===== src/rtl/apb_sram_bridge.sv =====
// APB4 slave to single-port SRAM (port 0) controller.
// Each legal APB transfer becomes exactly one single-cycle SRAM command; reads
// add wait states to cover the SRAM read latency, illegal addresses complete
// immediately with pslverr and never touch the SRAM.
module apb_sram_bridge #(
   parameter logic [31:0] BASE_ADDR = 32'h0000_0000,
   parameter int          MEM_WORDS = 256,
   parameter int          ADDR_W    = 8,
   parameter int          RD_LAT    = 1
) (
   input  logic              clk,
   input  logic              rst_n,
   input  logic              psel,
   input  logic              penable,
   input  logic              pwrite,
   input  logic [31:0]       paddr,
   input  logic [31:0]       pwdata,
   input  logic [3:0]        pstrb,
   output logic [31:0]       prdata,
   output logic              pready,
   output logic              pslverr,
   output logic              sram_csb0,
   output logic              sram_web0,
   output logic [3:0]        sram_wmask0,
   output logic [ADDR_W-1:0] sram_addr0,
   output logic [31:0]       sram_din0,
   input  logic [31:0]       sram_dout0
);

   typedef enum logic [1:0] {IDLE, CMD, WAIT, RESP} state_t;

   localparam int              CNT_W     = (RD_LAT > 1) ? $clog2(RD_LAT) : 1;
   localparam logic [CNT_W-1:0] WAIT_LAST = CNT_W'(RD_LAT - 1);
   localparam logic [32:0]     MEM_BYTES = 33'(MEM_WORDS) * 33'd4;

   state_t           state, state_next;
   logic [CNT_W-1:0] wait_cnt;
   logic             wr_q;
   logic             setup;
   logic             addr_err;
   logic             last_wait;
   logic [31:0]      offset;

   // Address decode happens on the live setup-phase inputs so the SRAM command
   // can be registered on the same edge that leaves IDLE.
   assign setup     = psel & ~penable;
   assign offset    = paddr - BASE_ADDR;
   assign addr_err  = (paddr[1:0] != 2'b00) || (paddr < BASE_ADDR) ||
                      ({1'b0, offset} >= MEM_BYTES);
   assign last_wait = (wait_cnt == WAIT_LAST);

   // State register.
   always_ff @(posedge clk) begin
      // NOTE: sequential state uses non-blocking assignments so every register
      // samples pre-edge values regardless of process ordering.
      if (!rst_n) state <= IDLE;
      else        state <= state_next;
   end

   // Next-state logic; a dropped psel before pready abandons the transfer.
   always_comb begin
      // NOTE: default first so no path leaves state_next unassigned (no latch).
      state_next = state;
      unique case (state)
         IDLE: if (setup) state_next = addr_err ? RESP : CMD;
         CMD: begin
            if (!psel)     state_next = IDLE;
            else if (wr_q) state_next = RESP;
            else           state_next = WAIT;
         end
         WAIT: begin
            if (!psel)          state_next = IDLE;
            else if (last_wait) state_next = RESP;
         end
         RESP:    state_next = IDLE;
         default: state_next = IDLE;
      endcase
   end

   // Registered SRAM command, APB response and read-latency counter.
   always_ff @(posedge clk) begin
      if (!rst_n) begin
         sram_csb0   <= 1'b1;
         sram_web0   <= 1'b1;
         sram_wmask0 <= 4'b0000;
         sram_addr0  <= '0;
         sram_din0   <= '0;
         prdata      <= '0;
         pready      <= 1'b0;
         pslverr     <= 1'b0;
         wr_q        <= 1'b0;
         wait_cnt    <= '0;
      end else begin
         // Command strobes are single-cycle: idle unless entering CMD below.
         sram_csb0 <= 1'b1;
         sram_web0 <= 1'b1;
         pready    <= (state_next == RESP);
         pslverr   <= 1'b0;

         if (state == IDLE && setup) begin
            wr_q <= pwrite;
            if (addr_err) begin
               pslverr <= 1'b1;
               prdata  <= '0;
            end else begin
               sram_csb0   <= 1'b0;
               sram_web0   <= ~pwrite;
               sram_addr0  <= offset[ADDR_W+1:2];
               sram_wmask0 <= pwrite ? pstrb : 4'b0000;
               if (pwrite) sram_din0 <= pwdata;
            end
         end

         if (state == WAIT) wait_cnt <= wait_cnt + CNT_W'(1);
         else               wait_cnt <= '0;

         if (state == WAIT && psel && last_wait) prdata <= sram_dout0;
      end
   end

endmodule

===== config.mk =====
export PLATFORM = sky130hd
export DESIGN_NAME = apb_sram_bridge
export DESIGN_NICKNAME = d
export VERILOG_FILES = /design/src/rtl/apb_sram_bridge.sv
export SDC_FILE = /design/constraint.sdc
export NUM_CORES = 1
export LEC_CHECK = 0
export CAP_MARGIN = 20
export CORE_MARGIN = 2
export CORE_UTILIZATION = 43
export DETAILED_ROUTE_END_ITERATION = 16
export PLACE_DENSITY = 0.86
export SETUP_SLACK_MARGIN = 0.3
export SLEW_MARGIN = 0
export SYNTH_ARGS = -nofsm -noshare
export SYNTH_HDL_FRONTEND = slang
export SYNTH_SLANG_ARGS = --single-unit

===== constraint.sdc =====
create_clock -name clk -period 3.7 [get_ports clk]
set_input_delay 1.11 -clock clk [delete_from_list [all_inputs] [get_ports clk]]
set_output_delay 1.11 -clock clk [all_outputs]
set_load 0.02 [all_outputs]

==> flow_summary.toml <==
[outcome]
run_status = "complete, no violations"

[place]
place.gp.congestion = 0.844
port_buffers = 184
dpl.hpwl_um = 8200
dpl-instance-area_mm2 = 0.00548

[critical_path]
start_kind = "input pin"
worst_path_largest_cell_delay_ns = 0.57
timing.critical_path.to_type = "flop"
critical_path_peak_fanout = 13
r2r_start = "state[1]"
critPathLaunch = "paddr[29]"
path_class = "input pin to flop"
timing.critical_path.cells = "clkdlybuf4s50_1, or4_4, or2_1, buf_4, o31ai_1, a21oi_1"
worst_path_max_delay_cell = "or4_4"
worst-endpoint-required_ns = 3.91
cp.arrival_ns = 3.23

[cts]
post_cts.resized_instances = 0
numClockSinks = 84
post_cts_buffers = 0
tritoncts = "yes"
cts_max_path_buffers = 2
cts_root_buf = "clkbuf_8"
cts_buffers = 9
cts.htree.levels = 3
cts_hold_buffers = 0
worstSkewPairLatency_ns = 0.34
clk_pin_slew_worst_paths_ns = 0.08

[hold_path]
timing.hold.worst.class = "flop to flop"
min_from = "wr_q"

[timing]
clock-skew-final_ns = 0.00738
fin_crit_ns = 3.02
timing.slew.headroom_pct = 52.5
grt_setup_unrepaired = "no"
worstMarginPinSlew_ns = 0.713
fin_crit_sh_pct = 81.6
whs_ns = 0.462
finalSetupViolCount = 0
slew_violations = 0
fmaxAchievable_mhz = 331
timing.final.hold_violations = 0
tns_ns = 0

[synthesis]
async_reset_ff_share_pct = 0
yosysWarningCount = 0
synth_area_per_cell_um2 = 8.94
synthCells = 399
postSynthNetCount = 504
yosys.area_share.simple_pct = 19.8
yosysSeqAreaShare_pct = 47.1
synthMuxAreaShare_pct = 3.37
syn_std_cell_area_mm2 = 0.00357
synth.ff_latch_count = 84
synth-main-ff-cell = "dfxtp_1"
synth_compound_area_share_pct = 23.3
synth_edf_count = 0
synth_fa_ha_area_share_pct = 0
synth_xor_area_share_pct = 0.246
synth_top_family_by_area = "compound AO/OA/AOI/OAI gates"
yosys.cell_types.count = 31

[global_routing]
grt_max_degree = 47
grt.overflow.total = 0
antenna_found_initial = 0
wire_length_of_the_first_global_routing_pass_um = 18400
groute.usage.overall_pct = 25.8
first_global_vias = 3840

[power_and_ir_drop]
switchingPower_mw = 0.410
combPwrFrac_pct = 14.0
p_sw_share_pct = 23.9
p_leak_nw = 1.79
power.clock.fraction_pct = 32.1
vdd_drop_max_mv = 0.219
powerDensity_mw_per_mm2 = 305
p_int_mw = 1.31
seqPwrFrac_pct = 53.9

[finish]
area_growth_pct = 58.0
final_area_mm2 = 0.00564
final_core_utilization_pct = 69.3
final_antenna_diode_count = 0
final_net_count = 662
layout-drive-gt1-share_pct = 6.61

[route]
drtPass1Iterations = 5
routed_via_density = 5.92
route.final.wire_length_um = 11700
vias = 3936
detail_route.wl_per_cell_um = 17.5
drtAntennaViolNets = 0
drt_first_iter_violations = 209
drc = 0

[floorplan]
boundaryPins = 185
die_height_um = 95.1
fp.dieArea_mm2 = 0.00904
core_mm2 = 0.00813
initial_core_util_pct = 43.9
rows = 33
fp.dieW_um = 95.1

[job]
cap_viol_max_count = 0
-- synthesized netlist by cell type, types with 2 or more instances --
master / number / area, µm²
dfxtp_1: 84 / 1680
a21oi_1: 66 / 330
nand4_1: 65 / 407
clkbuf_1: 38 / 143
a22oi_1: 32 / 240
o31ai_1: 32 / 240
nand2_1: 24 / 90.1
mux2i_1: 12 / 120
buf_1: 6 / 22.5
nand3_1: 5 / 25.0
nor4_1: 5 / 31.3
buf_2: 4 / 20.0
nor2_1: 3 / 11.3
and2_1: 2 / 12.5
inv_1: 2 / 7.51
nor3_1: 2 / 10.0
nor3_4: 2 / 32.5
or4_4: 2 / 22.5
-- critical path: cells and delay by family --
| family | cells | cell delay, ns |
|---|---|---|
| simple gates | 2 | 1.04 |
| buf+inv | 2 | 0.68 |
| compound gates | 2 | 0.38 |
-- final cells by class --
class                      count  area (µm²)
clock buffer                  11         141
clock inverter                 3        15.0
fill                         658        2500
inverter                       2        7.51
multi-input combinational    263        1690
sequential                    84        1680
tap                          105         131
timing repair buffer         197        1970
-- layer usage --
metal | track usage [%] | routed length (µm)
met1 | 30.7 | 4860
met2 | 44.7 | 5810
met3 | 5.45 | 681
met4 | 11.2 | 314
met5 | 0 | 0
-- power by group through the flow --
stage | clock network (mW) | registers (mW) | logic (mW)
detailed placement | 0 | 0.948 | 0.240
global placement | 0 | 0.947 | 0.233
CTS | 0.566 | 0.926 | 0.241
finish | 0.552 | 0.927 | 0.241
global route | 0.607 | 0.928 | 0.257
floorplan | 0 | 0.956 | 0.0728
-- through the flow --
| step | worst slack [ns] | instances | total power, mW |
|---|---|---|---|
| after floorplan | 0.994 | 399 | 1.03 |
| after global placement | 0.449 | 650 | 1.18 |
| after detailed placement | 0.347 | 651 | 1.19 |
| after CTS | 0.707 | 665 | 1.73 |
| after global routing | 0.621 | 665 | 1.79 |
| final | 0.680 | 665 | 1.72 |
-- flip-flops by register name, indices dropped and copies added (netlist names) --
| name | cells |
|---|---|
| wr_q | 1 |
| prdata | 32 |
| pready | 1 |
| sram_web0 | 1 |
| sram_addr0 | 8 |
| sram_csb0 | 1 |
| wait_cnt | 1 |
| sram_din0 | 32 |
| pslverr | 1 |
| state | 2 |
| sram_wmask0 | 4 |
-- cells by family after synthesis --
family                    count (synthesis)
xor gates and xnor gates                  1
AOI/OAI and AO/OA                       133
and+or+nand+nor                         117
buffers and inverters                    52
muxes                                    12
DFF                                      84
-- worst paths after layout --
path	to	cells past startpoint	slack, ns
max reg2reg	prdata[31]	4	1.66
max	sram_din0[27]	6	0.68
min reg2reg	wr_q	2	0.46
min	wr_q	2	0.46
-- cell usage in the layout (no fill, tap or decap), drive strengths merged --
master,synthesis,routed
clkdlybuf4s50,0,184
clkinv,0,3
or4,2,2
nor4bb,1,1
a22oi,32,32
buf,12,13
nor4b,1,1
o31ai,32,32
a21oi,66,66
clkbuf,38,11
nand4,65,65
inv,2,2
o21a,1,1
nor3,4,4
nand2,24,24
a211oi,1,1
and4,1,1
nor2b,1,1
xor2,1,1
nor2,3,3
dfxtp,84,84
nor4,5,5
nand3,5,5
or2,1,1
or4b,2,2
and2,2,2
mux2i,12,12
a31oi,1,1
Power figures use the tool's default switching activity.
==> variant (same settings) <==
Put one more register stage on the output `pslverr`, with the module's reset. The value now appears one clock later. The other outputs are not delayed to match.
--- a/src/rtl/apb_sram_bridge.sv
+++ b/src/rtl/apb_sram_bridge.sv
@@ -32,6 +32,8 @@
    localparam int              CNT_W     = (RD_LAT > 1) ? $clog2(RD_LAT) : 1;
    localparam logic [CNT_W-1:0] WAIT_LAST = CNT_W'(RD_LAT - 1);
    localparam logic [32:0]     MEM_BYTES = 33'(MEM_WORDS) * 33'd4;
+
+   logic pslverr_s0;
 
    state_t           state, state_next;
    logic [CNT_W-1:0] wait_cnt;
@@ -87,7 +89,7 @@
          sram_din0   <= '0;
          prdata      <= '0;
          pready      <= 1'b0;
-         pslverr     <= 1'b0;
+         pslverr_s0  <= 1'b0;
          wr_q        <= 1'b0;
          wait_cnt    <= '0;
       end else begin
@@ -95,12 +97,12 @@
          sram_csb0 <= 1'b1;
          sram_web0 <= 1'b1;
          pready    <= (state_next == RESP);
-         pslverr   <= 1'b0;
+         pslverr_s0 <= 1'b0;
 
          if (state == IDLE && setup) begin
             wr_q <= pwrite;
             if (addr_err) begin
-               pslverr <= 1'b1;
+               pslverr_s0 <= 1'b1;
                prdata  <= '0;
             end else begin
                sram_csb0   <= 1'b0;
@@ -118,4 +120,12 @@
       end
    end
 
+   always_ff @(posedge clk) begin
+      if (!rst_n) begin
+         pslverr <= '0;
+      end else begin
+         pslverr <= pslverr_s0;
+      end
+   end
+
 endmodule
Check against the original RTL: not equivalent (Yosys sat finds a counterexample within 4 cycles, from zero or initial values and one cycle with rst_n low).
==> variant against the unedited design <==
Worst setup slack improved by 230 ps; synthesized area rose by 0.35%; critical path depth did not move; power rose by 5.7%; sequential power rose by 1%; global-route usage fell by 4.2 points; sequential cell count rose by 1; cell area rose by 0.60%; routed wire length fell by 14%.
==> variant: results (changes against the unedited design) <==
{| class="wikitable"
! Metric !! Value
|-
| Status || complete, no violations (unchanged)
|-
| Arrival time at the worst endpoint || 3050 ps (was 3230 ps)
|-
| Met3 usage in global routing || 0.0870 (was 0.0545)
|-
| Total number of vias || 3,464 (was 3,936)
|-
| Sequential element share of the synthesized area || 0.475 (was 0.471)
|-
| Vias in the first global route || 3,245 (was 3,840)
|-
| Average wire per cell in the routed design || 15.2 µm (was 17.5 µm)
|-
| Post-Route Skew || 6.49 ps (was 7.38 ps)
|-
| Total GRT Usage || 0.216 (was 0.258)
|-
| Number of nets in the layout || 655 (was 662)
|-
| Synthesized net count || 489 (was 504)
|-
| Global routing usage on met1 || 0.241 (was 0.307)
|-
| Post-DP HPWL || 7.18 mm (was 8.20 mm)
|-
| Number of distinct standard cells referenced by the synthesized netlist || 34 (was 31)
|-
| First drt pass iteration count || 4 (was 5)
|-
| Static leakage power || 2.15 nW (was 1.79 nW)
|-
| Global-route wire length before repair || 15.3 mm (was 18.4 mm)
|-
| Fraction of layout instances using a drive strength above 1 || 0.0541 (was 0.0661)
|-
| Routability Congestion || 0.812 (was 0.844)
|-
| Largest fanout on the critical path || 28 (was 13)
|-
| Met2 capacity usage during global routing || 0.362 (was 0.447)
|-
| Ratio of routed vias to standard cells || 5.25 (was 5.92)
|-
| Maximum resistive drop on vdd || 183 µV (was 219 µV)
|-
| Dpl cell area || 5480 µm² (about the same)
|-
| Filler Cell Count || 642 (was 658)
|-
| Worst Tran Pin Value || 646 ps (was 713 ps)
|}
-- variant: cell types whose count changed in the layout (fill, tap and decap cells not counted), sizes merged, moves of 3 or more --
| cell | before | now |
|---|---|---|
| a21boi | 0 | 33 |
| a21oi | 66 | 0 |
| buf | 13 | 10 |
| mux2i | 12 | 45 |
| nand2 | 24 | 86 |
| nand4 | 65 | 33 |
| nor3 | 4 | 1 |
| o31ai | 32 | 0 |
-- variant: through the flow --
stage,instances,utilization
2_1_floorplan,384,-
3_5_place_dp,644,0.673
4_1_cts,660,0.697
6_report,660,0.697
3_3_place_gp,644,0.673
5_1_grt,660,0.697
-- variant: layout make-up --
type                    count  area [µm²]  share of cell area
clock buffers              12         145              0.0256
repair buffers            193        1920               0.338
multi-input cells         260        1720               0.304
well taps                 105         131              0.0232
inverters                   1        3.75            0.000662
clock inverters             4        47.5             0.00838
flip-flops and latches     85        1700               0.300
-- variant: logic make-up (layout without fill, tap and decap cells) --
logic type,after synthesis,after routing,synth area share
xor+xnor,1,1,0.00245
mux,45,45,0.126
buf+inv,39,210,0.0486
compound gates,68,68,0.142
flops,85,85,0.475
simple gates,146,146,0.206
-- variant: final timing paths --
check | slack, ps | endpoint | from | cells after the start
min reg2reg | 440 | pslverr | pslverr_s0 | 1
max reg2reg | 1850 | sram_din0[4] | state[0] | 4
max | 910 | prdata[25] | paddr[28] | 6
min | 440 | pslverr | pslverr_s0 | 1
-- variant: per-layer routing --
metal	wire length (µm)	vias up
met5	0	-
met4	245	0
met3	1040	22
met2	4840	143
met1	3910	1600
li1	-	1699
-- variant: worst max-delay path: stages --
cell and delay [ps]:
sky130_fd_sc_hd__clkdlybuf4s50_1 420, sky130_fd_sc_hd__or4_1 580, sky130_fd_sc_hd__nor2_4 240, sky130_fd_sc_hd__buf_4 350
sky130_fd_sc_hd__nand4_1 140, sky130_fd_sc_hd__a21boi_0 200
-- variant: power by group --
group	total, mW	internal, mW	switching [mW]
combinational	0.237	0.145	0.0917
sequential	0.937	0.926	0.0108
clock	0.643	0.329	0.314
